--- src/rtl/imem_loader.sv ---
// ---------------------------------------------------------------------------
// imem_loader
//
// Program-download sequencer for the 2^ADDR_W-byte instruction memory.
// Collects a byte stream from the debug/UART receiver, packs it into
// little-endian 32-bit words (first byte received -> bits [7:0]), and writes
// each word with a one-cycle strobe at byte addresses 0, 4, 8, ...
// The CPU is stalled and instruction reads are disabled from load_start
// until the load finishes. The load ends after the HALT_WORD terminator has
// been written, or with load_error set when the last memory slot is written
// without a terminator having been seen.
//
// Optional build macro: IMEM_LOADER_CHECKSUM_EN
//   When defined, the HALT_WORD write is followed by one extra checksum byte
//   that must equal the XOR of every data byte of the load (terminator bytes
//   included). A mismatch sets load_error.
//
// Ports:
//   clk           in   system clock, all state changes on the rising edge
//   reset         in   synchronous active-low reset
//   load_start    in   one-cycle pulse, starts a load (only in IDLE or DONE)
//   rx_valid      in   byte present on rx_data
//   rx_data       in   received byte
//   rx_ready      out  byte accepted this cycle when rx_valid is also high
//   imem_write_en out  one-cycle write strobe to instruction memory
//   imem_data     out  word being written, {b3,b2,b1,b0}
//   imem_addr_wr  out  byte write address, always a multiple of 4
//   imem_read_en  out  instruction-read enable, low while loading
//   cpu_stall     out  holds PC and fetch while loading
//   load_done     out  high once the load has finished
//   word_count    out  words written during the current/last load
//   load_error    out  sticky error flag, cleared by the next load_start
// ---------------------------------------------------------------------------
module imem_loader #(
    parameter int          ADDR_W    = 8,
    parameter logic [31:0] HALT_WORD = 32'hFFFF_FFFF
) (
    input  logic              clk,
    input  logic              reset,
    input  logic              load_start,
    input  logic              rx_valid,
    input  logic [7:0]        rx_data,
    output logic              rx_ready,
    output logic              imem_write_en,
    output logic [31:0]       imem_data,
    output logic [ADDR_W-1:0] imem_addr_wr,
    output logic              imem_read_en,
    output logic              cpu_stall,
    output logic              load_done,
    output logic [ADDR_W-2:0] word_count,
    output logic              load_error
);

    typedef enum logic [2:0] {
        S_IDLE,
        S_COLLECT,
        S_WRITE,
`ifdef IMEM_LOADER_CHECKSUM_EN
        S_CHECK,
`endif
        S_DONE
    } state_t;

    localparam logic [ADDR_W-1:0] ADDR_STEP = ADDR_W'(4);
    // Address of the final word slot; writing it without a terminator ends
    // the load so the address never wraps back to 0.
    localparam logic [ADDR_W-1:0] ADDR_LAST = {{(ADDR_W-2){1'b1}}, 2'b00};
    localparam logic [ADDR_W-2:0] WC_ONE    = (ADDR_W-1)'(1);

    state_t            state_reg;
    logic [ADDR_W-1:0] addr_reg;
    logic [1:0]        byte_idx_reg;
    logic [31:0]       word_reg;
    logic [31:0]       word_next;
    logic              accept;

`ifdef IMEM_LOADER_CHECKSUM_EN
    logic [7:0]        csum_reg;
`endif

    assign accept = rx_valid && rx_ready;

    // Word as it looks with the current byte dropped into its lane; on the
    // fourth byte this is the complete word, so it can go straight to
    // imem_data without an extra cycle of latency.
    genvar gi;
    generate
        for (gi = 0; gi < 4; gi++) begin : g_lane
            assign word_next[8*gi +: 8] = (byte_idx_reg == 2'(gi)) ? rx_data
                                                                   : word_reg[8*gi +: 8];
        end
    endgenerate

    always_ff @(posedge clk) begin
        if (!reset) begin
            state_reg     <= S_IDLE;
            addr_reg      <= '0;
            byte_idx_reg  <= '0;
            word_reg      <= '0;
            rx_ready      <= 1'b0;
            imem_write_en <= 1'b0;
            imem_data     <= '0;
            imem_addr_wr  <= '0;
            imem_read_en  <= 1'b1;
            cpu_stall     <= 1'b0;
            load_done     <= 1'b0;
            word_count    <= '0;
            load_error    <= 1'b0;
`ifdef IMEM_LOADER_CHECKSUM_EN
            csum_reg      <= '0;
`endif
        end else begin
            // The strobe is only ever raised for the single WRITE cycle.
            imem_write_en <= 1'b0;

            case (state_reg)
                S_IDLE, S_DONE: begin
                    if (load_start) begin
                        state_reg    <= S_COLLECT;
                        addr_reg     <= '0;
                        byte_idx_reg <= '0;
                        word_count   <= '0;
                        load_error   <= 1'b0;
                        load_done    <= 1'b0;
                        cpu_stall    <= 1'b1;
                        imem_read_en <= 1'b0;
                        rx_ready     <= 1'b1;
`ifdef IMEM_LOADER_CHECKSUM_EN
                        csum_reg     <= '0;
`endif
                    end
                end

                S_COLLECT: begin
                    if (accept) begin
                        word_reg     <= word_next;
                        byte_idx_reg <= byte_idx_reg + 2'd1;
`ifdef IMEM_LOADER_CHECKSUM_EN
                        csum_reg     <= csum_reg ^ rx_data;
`endif
                        if (byte_idx_reg == 2'd3) begin
                            state_reg     <= S_WRITE;
                            rx_ready      <= 1'b0;
                            imem_write_en <= 1'b1;
                            imem_data     <= word_next;
                            imem_addr_wr  <= addr_reg;
                        end
                    end
                end

                S_WRITE: begin
                    addr_reg   <= addr_reg + ADDR_STEP;
                    word_count <= word_count + WC_ONE;
                    if (imem_data == HALT_WORD) begin
`ifdef IMEM_LOADER_CHECKSUM_EN
                        state_reg    <= S_CHECK;
                        rx_ready     <= 1'b1;
`else
                        state_reg    <= S_DONE;
                        load_done    <= 1'b1;
                        cpu_stall    <= 1'b0;
                        imem_read_en <= 1'b1;
`endif
                    end else if (addr_reg == ADDR_LAST) begin
                        // Memory full and no terminator seen.
                        state_reg    <= S_DONE;
                        load_error   <= 1'b1;
                        load_done    <= 1'b1;
                        cpu_stall    <= 1'b0;
                        imem_read_en <= 1'b1;
                    end else begin
                        state_reg <= S_COLLECT;
                        rx_ready  <= 1'b1;
                    end
                end

`ifdef IMEM_LOADER_CHECKSUM_EN
                S_CHECK: begin
                    if (accept) begin
                        if (rx_data != csum_reg) begin
                            load_error <= 1'b1;
                        end
                        state_reg    <= S_DONE;
                        rx_ready     <= 1'b0;
                        load_done    <= 1'b1;
                        cpu_stall    <= 1'b0;
                        imem_read_en <= 1'b1;
                    end
                end
`endif

                default: begin
                    state_reg <= S_IDLE;
                    rx_ready  <= 1'b0;
                end
            endcase
        end
    end

endmodule

--- config.mk ---
export PLATFORM = sky130hd
export DESIGN_NAME = imem_loader
export DESIGN_NICKNAME = d
export VERILOG_FILES = /design/src/rtl/imem_loader.sv
export SDC_FILE = /design/constraint.sdc
export NUM_CORES = 1
export LEC_CHECK = 0
export CORE_ASPECT_RATIO = 1.1
export CORE_MARGIN = 3
export CORE_UTILIZATION = 55
export CTS_CLUSTER_DIAMETER = 120
export DETAILED_ROUTE_END_ITERATION = 12
export PLACE_DENSITY = 0.83
export SLEW_MARGIN = 20
export SYNTH_ARGS = -nofsm -noshare
export SYNTH_HDL_FRONTEND = slang
export SYNTH_SLANG_ARGS = --single-unit
export TNS_END_PERCENT = 50
--- constraint.sdc ---
create_clock -name clk -period 3 [get_ports clk]
set_input_delay 0.75 -clock clk [delete_from_list [all_inputs] [get_ports clk]]
set_output_delay 0.75 -clock clk [all_outputs]
set_load 0.05 [all_outputs]
==> out/qor.yml, run 1 <==
fin_nets: 489
max_stage_delay_ns: 0.84
power.static_leakage_nw: 1.85
dr.pass1.iters: 4
post_synthesis_cell_count: 417
cts-root-to-sink-buffers: 2
initial_core_utilization_pct: 58.3
cts-hold-fix-buffers: 0
areaGrowthSynthToFinish_pct: 22.5
antenna_left: 0
rr_worst_depth: 6
quantity_of_gates_resized_following_cts: 0
intPower_mw: 1.69
pwr_density_cell_nw_per_um2: 554
crit_cells: 1
worst-setup-path-type: "flip-flop to primary output"
hold-path-endpoint: "word_reg[16]"
fp.dieArea_sq_um: 7740
slowest_stage: "clkdlybuf4s50_1"
drt-vias-per-instance: 5.54
yosys_register_bits: 85
sw_frac_of_total_pct: 32.7
remaining_drc_errors: 0
groute.layer.met2.usage_pct: 35.9
layout_min_cycle_time_ns: 2.38
hp-class: "flip-flop to flip-flop"
clock_sinks: 85
finalWorstSetupSlack_ns: 0.618
die_width_um: 84.2
finalCritPeriodShare_pct: 79.4
synth_seq_area_share_pct: 46.0
yosysWarnings: 0
syn-mean-instance-area_sq_um: 8.87
final_cell_area_sq_um: 4530
placeableCoreArea_sq_um: 6340
fp.dieH_um: 92.0
number_of_buffers_and_inverters_on_the_critical_path: 1
r2r_start: "state_reg[0]"
flip_flop_count_of_the_largest_register_after_layout: 32
r2r_end: "rx_ready"
slew_headroom_pct: 49.5
critPathCaptureType: "primary output"
vias: 3060
holdCritStartpoint: "word_reg[16]"
max_slew_violation_count: 0
insertion_delay_ns: 0.36
placed_area_sq_um: 4340
number_of_cells_on_the_worst_hold_path: 2
crit_path_max_fanout: 6
finalSetupViolations: 0
setup-tns-final_ns: 0
yosys.cell_types.count: 32
status: "finished, final reports clean"
fillers: 484
number_of_antenna_violations_at_the_first_check_in_global_routing: 0
max_cap_viol_count: 0
fin_skew_ns: 0.0159
globalRoute.totalOverflow: 0
synthFlopType: "dfxtp_1"
cts_made_buffers: 9
cts_tree: "done"
placement.setup.worst_slack_ns: 0.508
maximum_number_of_pins_on_one_net_before_global_route_repair: 65
timing.reg2reg.setup_slack_ns: 0.90
pwr-share-seq_pct: 48.5
busiest_layer: "met2"
worst-slew-pin-transition_ns: 0.751
clk_pin_slew_ns: 0.09
post_cts_setup_repair_buffer_count: 0
first_global_vias: 2868
vdd_drop_max_mv: 0.449
synth_edf_count: 0
globalplace.congestion: 0.776
drive_gt1_share_pct: 5.51
power.share.combinational_pct: 20.5
detailedRoute.firstIterationViolations: 187
rsz0062_at_grt: "no"
met1_usage_pct: 27.2
fp-row-count: 30
synthesis.area_sq_um: 3700
crit_chain: "clkdlybuf4s50_1"
place_hpwl_um: 5760
share_clk_of_total_power_pct: 31.0
final-hold-violation-count: 0
cp.required_ns: 2.25
grt.total_usage_pct: 21.4
n_antenna_cell: 0
setup.worst_path.start_class: "flip-flop"
avgRoutedWirePerCell_um: 14.9
global_route_wire_length_before_repair_um: 13500
global_route.usage.met3_pct: 3.95
async_flop_share_pct: 0
cp_top_family: "buffers and inverters"
fmax_mhz: 420
portBuffers: 62
postRouteWirelength_um: 8220
ios: 65
root_buffer: "clkbuf_8"
switching_power_mw: 0.819
clock_tree.htree_level_count: 3
critical_path_arrival_ns: 1.63
==> synth_stat cells, types with 2 or more instances <==
| cell type | instances | area share [%] |
|---|---|---|
| nand3_1 | 2 | 0.27 |
| or3_1 | 3 | 0.51 |
| ha_1 | 10 | 3.4 |
| mux2i_1 | 25 | 6.8 |
| o211a_1 | 25 | 6.8 |
| nand4_1 | 13 | 2.2 |
| a21boi_0 | 39 | 7.9 |
| nor4_1 | 2 | 0.34 |
| nor2b_1 | 2 | 0.34 |
| a31oi_1 | 2 | 0.34 |
| and3_1 | 2 | 0.34 |
| clkbuf_1 | 18 | 1.8 |
| buf_2 | 8 | 1.1 |
| nand2_1 | 119 | 12 |
| o21ai_0 | 11 | 1.5 |
| dfxtp_1 | 85 | 46 |
| or2b_1 | 2 | 0.41 |
| a21oi_1 | 7 | 0.95 |
| xor2_1 | 6 | 1.4 |
| a32oi_1 | 2 | 0.47 |
| buf_4 | 2 | 0.41 |
| and2_1 | 7 | 1.2 |
| inv_1 | 5 | 0.51 |
| nor2_1 | 12 | 1.2 |
==> power groups by stage <==
| stage | Sequential (mW) | Clock, mW | Combinational [mW] |
|---|---|---|---|
| floorplan | 1.30 | 0 | 0.305 |
| global placement | 1.24 | 0 | 0.503 |
| detailed placement | 1.24 | 0 | 0.513 |
| CTS | 1.22 | 0.789 | 0.515 |
| global route | 1.22 | 0.839 | 0.566 |
| finish | 1.22 | 0.778 | 0.515 |
==> worst reg2reg max path, cell delays in order, from the launching register on <==
cell and delay, ns:
dfxtp_1 0.39, inv_1 0.06, ha_1 0.38, or2b_1 0.33
a21boi_0 0.46, o21ai_0 0.21, mux2i_1 0.16
==> area by class of cell <==
cell class | count | area, sq um | share of cell area, %
Sequential cell | 85 | 1700 | 37.6
Timing Repair Buffer | 66 | 658 | 14.5
Clock inverter | 6 | 52.6 | 1.16
Tap cell | 80 | 100 | 2.21
Inverter | 6 | 22.5 | 0.497
Multi-Input combinational cell | 299 | 1860 | 41.0
Clock buffer | 10 | 138 | 3.04
==> routing by layer <==
| layer | vias up | routed length [um] |
|---|---|---|
| met5 | - | 0 |
| met4 | 0 | 104 |
| met3 | 9 | 398 |
| met2 | 80 | 4000 |
| met1 | 1451 | 3720 |
| li1 | 1520 | - |
==> worst max path at each step <==
stage | endpoint | start
global placement | imem_data[3] | rx_valid
global route | word_count[0] | word_count[0]
CTS | word_count[0] | word_count[0]
finish | word_count[0] | word_count[0]
detailed placement | imem_data[11] | rx_valid
floorplan | rx_ready | state_reg[0]
==> placed cells by master, fill, tap and decap left out, drive strengths merged, types with 2 or more instances in the layout <==
master,synthesis,final
nand2,119,119
dfxtp,85,85
clkdlybuf4s50,0,61
a21boi,39,39
mux2i,25,25
o211a,25,25
nand4,13,13
nor2,12,12
o21ai,12,12
ha,10,10
clkbuf,18,10
inv,6,9
a21oi,7,7
and2,7,7
xor2,6,6
buf,10,5
or3,3,3
and3,2,2
or2b,2,2
a32oi,2,2
nor2b,2,2
nand3,2,2
nor4,2,2
a31oi,2,2
conb,1,2
clkinvlp,0,2
==> through the flow <==
| step | util, % | cells | total power [mW] | hold WS [ns] |
|---|---|---|---|---|
| 3_3_place_gp | 68.4 | 536 | 1.74 | 0.449 |
| 5_1_grt | 71.4 | 552 | 2.63 | 0.494 |
| 6_report | 71.4 | 552 | 2.51 | 0.467 |
| 3_5_place_dp | 68.4 | 536 | 1.76 | 0.456 |
| 4_1_cts | 71.4 | 552 | 2.52 | 0.469 |
| 2_1_floorplan | - | 418 | 1.61 | 0.443 |
==> cells by family (layout without fill, tap and decap cells) <==
kind of cell,Yosys count,in the layout,share of synthesized area (%)
AND/OR/NAND/NOR,166,166,19.2
AO/OA/AOI/OAI,90,90,19.2
flip-flops,85,85,46.0
buffers and inverters,34,88,3.93
multiplexers,25,25,6.77
adder cells (fa/ha/maj),10,10,3.38
XOR/XNOR,6,6,1.42
other,1,2,0.101
(Power assumes the default switching activity.)
==> run 2: changes to the inputs <==
- CORE_UTILIZATION: 55 -> 47
- PLACE_DENSITY: 0.83 -> 0.75
- clock period: 3 -> 2 ns (I/O delays scaled with it)
==> out/qor.yml, run 2 (synthesized netlist as in run 1, its figures left out) <==
hp-class: "flip-flop to flip-flop"
fin_nets: 504
max_stage_delay_ns: 0.80
globalRoute.totalOverflow: 0
cts_made_buffers: 9
setup-tns-final_ns: 0
placeableCoreArea_sq_um: 7560
finalSetupViolations: 0
first_global_vias: 2887
vdd_drop_max_mv: 0.378
worst-setup-path-type: "flip-flop to primary output"
fp.dieArea_sq_um: 8970
remaining_drc_errors: 0
fp.dieH_um: 99.0
layout.cells.most_common: "nand2_1"
detailedRoute.firstIterationViolations: 135
placedCellCount: 576
initial_core_utilization_pct: 48.9
postRouteWirelength_um: 8300
critical_path_arrival_ns: 1.47
n_antenna_cell: 0
cts-root-to-sink-buffers: 2
worst-slew-pin-transition_ns: 0.525
globalplace.congestion: 0.846
slew_headroom_pct: 64.6
cp.required_ns: 1.50
finish.cell_count_without_fillers: 590
power.static_leakage_nw: 2.10
fin_skew_ns: 0.0108
cts_tree: "done"
pwr_density_cell_nw_per_um2: 848
worst_hold_slack_ns: 0.464
number_of_buffers_and_inverters_on_the_critical_path: 1
cts-hold-fix-buffers: 0
final-hold-violation-count: 0
place_hpwl_um: 6030
portBuffers: 62
global_route_wire_length_before_repair_um: 13700
fp-row-count: 33
placement.setup.worst_slack_ns: 0.00194
die_width_um: 90.6
critPathCaptureType: "primary output"
seq_area_sq_um: 1700
layout_min_cycle_time_ns: 1.97
root_buffer: "clkbuf_8"
crit_path_max_fanout: 2
max_slew_violation_count: 0
final_util_pct: 61.0
grt.total_usage_pct: 18.3
antenna_left: 0
multiInputGateArea_sq_um: 1860
final_cell_area_sq_um: 4610
crit_chain: "clkdlybuf4s50_1"
max_cap_viol_count: 0
avgRoutedWirePerCell_um: 14.1
cp_top_family: "buffers and inverters"
status: "finished, final reports clean"
setup.worst_path.start_class: "flip-flop"
fmax_mhz: 507
drt-vias-per-instance: 5.20
maximum_number_of_pins_on_one_net_before_global_route_repair: 48
ios: 65
drive_gt1_share_pct: 16.7
clk_pin_slew_ns: 0.09
areaGrowthSynthToFinish_pct: 24.6
placed_area_sq_um: 4410
insertion_delay_ns: 0.34
vias: 3067
clock_sinks: 85
clock_tree.htree_level_count: 3
commonest_non_fill_non_tap_cells_in_the_layout: "nand2_1 (119), dfxtp_1 (85), buf_4 (57)"
finalWorstSetupSlack_ns: 0.0289
dr.pass1.iters: 4
rsz0062_at_grt: "no"
fillers: 675
flip_flop_count_of_the_largest_register_after_layout: 32
finalCritPeriodShare_pct: 98.6
total_power_mw: 3.91
slowest_stage: "clkdlybuf4s50_1"
number_of_antenna_violations_at_the_first_check_in_global_routing: 0
run 2: cell count changes in the layout (fill, tap and decap cells not counted), moves of 3 or more:
cell             delta
dlygate4sd2_1       +5
clkdlybuf4s50_1    -50
buf_12              +3
dlymetal6s2s_1      +3
buf_4              +54
run 2: final cells by class:
type                            count  share of cell area (%)
Clock buffer                       11                    3.07
Clock inverter                      3                    1.01
Inverter                            6                   0.489
Multi-Input combinational cell    299                    40.3
Sequential cell                    85                    36.9
Tap cell                          105                    2.85
Timing Repair Buffer               81                    15.3
run 2: where the power goes:
group	switching [mW]	internal [mW]	leakage, nW	total, mW
registers	0.0596	1.76	0.686	1.82
clock network	0.598	0.604	0.0919	1.20
logic	0.535	0.350	1.32	0.885
run 2: per-layer routing:
layer  up-vias  GRT usage, %  part of all wire (%)
met2        71          30.3                    46
li1       1557             -                     -
met4         0          6.48                   1.4
met1      1426          24.1                    49
met3        13          3.36                   4.1
met5         -             0                     0
run 2: worst paths after layout:
kind / depth (start not counted) / start / slack [ns] / endpoint
max: 1 / imem_addr_wr[4] / 0.03 / imem_addr_wr[4]
min: 2 / word_reg[19] / 0.46 / word_reg[19]
max reg2reg: 6 / state_reg[0] / 0.18 / byte_idx_reg[0]
min reg2reg: 2 / word_reg[19] / 0.46 / word_reg[19]
run 2: timing repair:
item,4_1_cts,5_1_grt
gates resized for setup,5,4
cloned,0,0
buffers inserted,0,0
setup endpoints to repair,5,5
